--- src/rtl/nibbler_pkg.sv ---
// Nibbler 4-bit processor shared definitions.
// Opcodes, ALU select codes and control FSM states.
package nibbler_pkg;

  localparam logic [3:0] OP_JC    = 4'd0;
  localparam logic [3:0] OP_JNC   = 4'd1;
  localparam logic [3:0] OP_CMPI  = 4'd2;
  localparam logic [3:0] OP_CMPM  = 4'd3;
  localparam logic [3:0] OP_LIT   = 4'd4;
  localparam logic [3:0] OP_IN    = 4'd5;
  localparam logic [3:0] OP_LD    = 4'd6;
  localparam logic [3:0] OP_ST    = 4'd7;
  localparam logic [3:0] OP_JZ    = 4'd8;
  localparam logic [3:0] OP_JNZ   = 4'd9;
  localparam logic [3:0] OP_JMP   = 4'd10;
  localparam logic [3:0] OP_OUT   = 4'd11;
  localparam logic [3:0] OP_ADDI  = 4'd12;
  localparam logic [3:0] OP_ADDM  = 4'd13;
  localparam logic [3:0] OP_NANDI = 4'd14;
  localparam logic [3:0] OP_NANDM = 4'd15;

  localparam logic [2:0] ALU_PASS_A = 3'd0;
  localparam logic [2:0] ALU_CMP    = 3'd1;
  localparam logic [2:0] ALU_PASS_B = 3'd2;
  localparam logic [2:0] ALU_ADD    = 3'd3;
  localparam logic [2:0] ALU_NAND   = 3'd4;

  typedef enum logic [1:0] {
    ST_FETCH = 2'd0,
    ST_EXEC  = 2'd1,
    ST_WAIT  = 2'd2
  } state_t;

endpackage

--- src/rtl/nibbler_flags.sv ---
// Nibbler carry/zero flag register.
// Loads both flags together when we is high.
module nibbler_flags
  import nibbler_pkg::*;
(
  input  logic clk,
  input  logic reset,
  input  logic we,
  input  logic c_in,
  input  logic z_in,
  output logic c_flag,
  output logic z_flag
);

  // flag register with synchronous clear
  always_ff @(posedge clk) begin
    if (reset) begin
      c_flag <= 1'b0;
      z_flag <= 1'b0;
    end else if (we) begin
      c_flag <= c_in;
      z_flag <= z_in;
    end
  end

endmodule

--- src/rtl/nibbler_ctrl.sv ---
// Nibbler two-phase control unit: FETCH/EXEC FSM and decode.
// Define NIBBLER_WAIT_EN to add a WAIT state for memory/port ops.
module nibbler_ctrl
  import nibbler_pkg::*;
(
  input  logic       clk,
  input  logic       reset,
  input  logic [3:0] opcode,
  input  logic       alu_c,
  input  logic       alu_z,
  input  logic       mem_rdy,
  output logic [2:0] alu_sel,
  output logic       b_from_mem,
  output logic       ir_load,
  output logic       pc_inc,
  output logic       pc_load,
  output logic       acc_we,
  output logic       mem_oe,
  output logic       mem_we,
  output logic       in_oe,
  output logic       out_we,
  output logic       c_flag,
  output logic       z_flag,
  output logic       phase
);

  state_t state_q, state_d;
  logic   exec, wait_op, flag_op, rdy, done;
  logic   acc_op, flags_we;

  assign wait_op = opcode inside {OP_CMPM, OP_IN, OP_LD, OP_ST,
                                  OP_OUT, OP_ADDM, OP_NANDM};
  assign flag_op = opcode inside {[OP_CMPI:OP_LD], [OP_ADDI:OP_NANDM]};

`ifdef NIBBLER_WAIT_EN
  assign rdy = mem_rdy | ~wait_op;
`else
  assign rdy = mem_rdy | 1'b1;
`endif

  assign exec     = (state_q != ST_FETCH);
  assign done     = exec & rdy;
  assign flags_we = done & flag_op & ~reset;
  assign phase    = exec & ~reset;

  // state register
  always_ff @(posedge clk) begin
    if (reset) state_q <= ST_FETCH;
    else       state_q <= state_d;
  end

  // next-state logic
  always_comb begin
    state_d = state_q;
    unique case (state_q)
      ST_FETCH: state_d = ST_EXEC;
      ST_EXEC:  state_d = (wait_op & ~rdy) ? ST_WAIT : ST_FETCH;
      ST_WAIT:  state_d = rdy ? ST_FETCH : ST_WAIT;
      default:  state_d = ST_FETCH;
    endcase
  end

  // strobe decode; acc_we only on the completing cycle
  always_comb begin
    alu_sel    = ALU_PASS_A;
    b_from_mem = 1'b0;
    ir_load    = 1'b0;
    pc_inc     = 1'b0;
    pc_load    = 1'b0;
    acc_op     = 1'b0;
    mem_oe     = 1'b0;
    mem_we     = 1'b0;
    in_oe      = 1'b0;
    out_we     = 1'b0;
    if (!reset) begin
      if (!exec) begin
        ir_load = 1'b1;
        pc_inc  = 1'b1;
      end else begin
        unique case (opcode)
          OP_JC:    pc_load = c_flag;
          OP_JNC:   pc_load = ~c_flag;
          OP_CMPI:  alu_sel = ALU_CMP;
          OP_CMPM: begin
            alu_sel = ALU_CMP; mem_oe = 1'b1; b_from_mem = 1'b1;
          end
          OP_LIT: begin
            alu_sel = ALU_PASS_B; acc_op = 1'b1;
          end
          OP_IN: begin
            alu_sel = ALU_PASS_B; in_oe = 1'b1;
            b_from_mem = 1'b1; acc_op = 1'b1;
          end
          OP_LD: begin
            alu_sel = ALU_PASS_B; mem_oe = 1'b1;
            b_from_mem = 1'b1; acc_op = 1'b1;
          end
          OP_ST:    mem_we = 1'b1;
          OP_JZ:    pc_load = z_flag;
          OP_JNZ:   pc_load = ~z_flag;
          OP_JMP:   pc_load = 1'b1;
          OP_OUT:   out_we = 1'b1;
          OP_ADDI: begin
            alu_sel = ALU_ADD; acc_op = 1'b1;
          end
          OP_ADDM: begin
            alu_sel = ALU_ADD; mem_oe = 1'b1;
            b_from_mem = 1'b1; acc_op = 1'b1;
          end
          OP_NANDI: begin
            alu_sel = ALU_NAND; acc_op = 1'b1;
          end
          OP_NANDM: begin
            alu_sel = ALU_NAND; mem_oe = 1'b1;
            b_from_mem = 1'b1; acc_op = 1'b1;
          end
          default: ;
        endcase
      end
    end
  end

  assign acc_we = acc_op & done;

  nibbler_flags u_flags (
    .clk    (clk),
    .reset  (reset),
    .we     (flags_we),
    .c_in   (alu_c),
    .z_in   (alu_z),
    .c_flag (c_flag),
    .z_flag (z_flag)
  );

endmodule
--- config.mk ---
export PLATFORM = sky130hd
export DESIGN_NAME = nibbler_ctrl
export DESIGN_NICKNAME = d
export VERILOG_FILES = /design/src/rtl/nibbler_pkg.sv /design/src/rtl/nibbler_flags.sv /design/src/rtl/nibbler_ctrl.sv
export SDC_FILE = /design/constraint.sdc
export NUM_CORES = 1
export LEC_CHECK = 0
export ABC_CLOCK_PERIOD_IN_PS = 1800
export CAP_MARGIN = 40
export CORE_AREA = 2 2 39 41
export CTS_CLUSTER_DIAMETER = 40
export DETAILED_ROUTE_END_ITERATION = 16
export DIE_AREA = 0 0 41 43
export GPL_ROUTABILITY_DRIVEN = 0
export PLACE_DENSITY = 0.73
export SLEW_MARGIN = 20
export SYNTH_ARGS = -nofsm -noshare
export SYNTH_HDL_FRONTEND = slang
export SYNTH_SLANG_ARGS = --single-unit
--- constraint.sdc ---
create_clock -name clk -period 1.8 [get_ports clk]
set_clock_uncertainty 0.1 [all_clocks]
set_input_delay 0.36 -clock clk [delete_from_list [all_inputs] [get_ports clk]]
set_output_delay 0.36 -clock clk [all_outputs]
set_load 0.05 [all_outputs]
==> run metrics <==
status=finished, violations left; failing checks=negative setup slack; initial antenna violation count=0; synth warn=0; CP Class=in -> out; Max-Cap Viols=0; dpl hpwl=984.5 um; IO buf count=22; Mapped Cells=46; dominant cells by area after synthesis=dfxtp_1, mux2_4, buf_6; Syn Area/Cell=8.296 um^2; n_diodes=0; DIE WIDTH=41 um; Syn-to-layout area delta=166.6%; CTS Sinks=3; CTS tree=done; pwr dens=408.0 nW/um^2; Hold Path Depth=3; clk root buf=clkbuf_4; GR Util met3=2.618%; row count=14; final hold violation count=0; Min Clock Period, post-route=1819 ps; fin crit share=101.1%; Pleak=0.4272 nW; vias in the first global route=530; htree depth=1; HP Class=in -> reg; Unique masters post-synth=30; DRT Pass-1 Iters=4; die area=1763 um^2; Syn Nets=55; final slew viol count=0; Register-to-Register Setup Slack=530 ps; GRT Max-Usage Layer=met2; core area=1384 um^2; worst-path fanout max=4; Overall Global Routing Usage=18.41%; DIE HEIGHT=43 um; TritonCTS Buffers=3; routed length per instance=13.28 um; placed cell areas=927.1 um^2; Initial Util=27.58%; pin count of the biggest net entering global routing=7; share of cells above drive strength 1=78.02%; Final Util=73.51%; final instance area=1017 um^2; Slew HR=80.67%; GRT met1 Usage=19.74%; met2 usage=31.87%; Crit path largest cell delay=260 ps; Nets=101; R2R cell count=5; routed vias/inst=4.972; Critical-path top delay cell=nor4b_4; total wire length=1421 um; Post-Synthesis Cell Area=381.6 um^2; CP endpoint kind=primary output; DRT antenna net count=0; VDD IR-drop max=340.6 uV; Yosys top cell area share=15.74%; crit path cell chain=buf_8 -> buf_6 -> nor4b_4 -> a31oi_2 -> a211oi_4 -> buf_12; achievable frequency=549.7 MHz; clock latency reported for the late side of the worst-skew pair=230 ps; startpoint types=primary input; Crit path required time=1340 ps; final setup margin=-19.26 ps; Vias=532; final number of setup-violating endpoints=1; first-pass GRT wire length=2208 um; Boundary Pins=24; GRT Residual Overflow=0; #FFs+latches synth=3; Seq/Total Area, Yosys=15.74%; Worst-Margin Slew=288.6 ps; TNS Setup=-19.26 ps; drc violations=0; clk buf depth=2; register clock-pin slew on the reported worst setup and hold paths=30 ps; unrepaired setup endpoints after global routing=true; area leader, netlist=dfxtp_1; DR iter-0 viols=3; Worst Path Arrival=1360 ps
==> repair_timing <==
action                     4_1_cts  5_1_grt
pin swaps                        8        6
setup endpoints to repair       10        6
buffers inserted                 4        2
hold buffers                     0        0
cloned                           1        0
resized for setup               30        4
==> worst max-delay path: cells and delay by family <==
family / cells / cell delay (ps)
buffers and inverters: 3 / 380
AOI/OAI and AO/OA: 2 / 350
and+or+nand+nor: 1 / 260
==> cell type report <==
class	instances	area, um^2
Timing Repair Buffer	46	521.8
Multi-Input combinational cell	35	370.4
Fill cell	87	366.6
Sequential cell	3	62.56
Clock buffer	4	26.28
Tap cell	16	20.02
Inverter	3	16.27
==> worst paths after layout <==
path / startpoint / to
hold / removal: reset / state_q[0]
hold reg to reg: state_q[0] / state_q[0]
setup / recovery: opcode[3] / pc_load
setup reg to reg: state_q[0] / u_flags.c_flag
==> cell families after synthesis <==
kind of cell | share of synthesized area, %
muxes | 10.49
and+or+nand+nor | 35.08
DFF | 15.74
AOI/OAI and AO/OA | 22.29
buffers and inverters | 14.10
xor gates and xnor gates | 2.296
==> cell usage after synthesis <==
cell type and n:
o21ai_1 1, and2b_4 1, nand2b_4 1, nor4_1 1
a21oi_1 4, nand2_1 2, inv_1 2, a31oi_1 1
mux2_4 2, o211ai_4 1, buf_6 2, a211oi_1 1
xnor2_1 1, and2_1 1, nor3_1 2, o211ai_1 1
nor2_1 4, nor4b_2 1, dfxtp_1 3, buf_2 1
buf_4 2, and3_1 1, nand3_1 2, mux2i_1 1
a211oi_2 1, nor3b_2 1, o21ai_0 1, nand4b_1 1
nor2b_1 2, inv_2 1
==> per-layer routing <==
metal	up-vias	wire length, um
met5	-	0
met4	0	12
met3	2	85
met2	28	776
met1	251	547
li1	251	-
==> cell usage in the layout (no fill, tap or decap), types with 2 or more instances in the layout <==
cell	netlist	final
buf_4	2	23
buf_12	0	13
nor2_2	0	3
clkbuf_4	0	3
buf_6	2	3
buf_2	1	3
a21oi_1	4	2
nand2_1	2	2
a21oi_2	0	2
nor3_4	0	2
nor2b_1	2	2
mux2_4	2	2
clkdlybuf4s50_1	0	2
dfxtp_2	0	2
==> registers in the layout, summed over array words and instances, names as in the netlist <==
| register | count |
|---|---|
| u_flags.z_flag | 1 |
| state_q | 1 |
| u_flags.c_flag | 1 |
==> through the flow <==
step                      power, mW  instances  hold slack, ps  worst slack (ps)
after floorplan              0.1858         46           326.7            -196.8
after global placement       0.2785         97           365.4            -409.8
after detailed placement     0.2814         97           376.3            -468.5
after CTS                    0.4146        105           349.7            -46.62
after global routing         0.4345        107           337.2            -68.72
final                        0.4150        107           316.8            -19.26
==> power by group <==
part | switching (mW) | internal (mW)
sequential | 0.00489 | 0.0718
combinational | 0.114 | 0.108
clock | 0.0331 | 0.0830
Note: power is estimated with default switching activity, not from simulation.
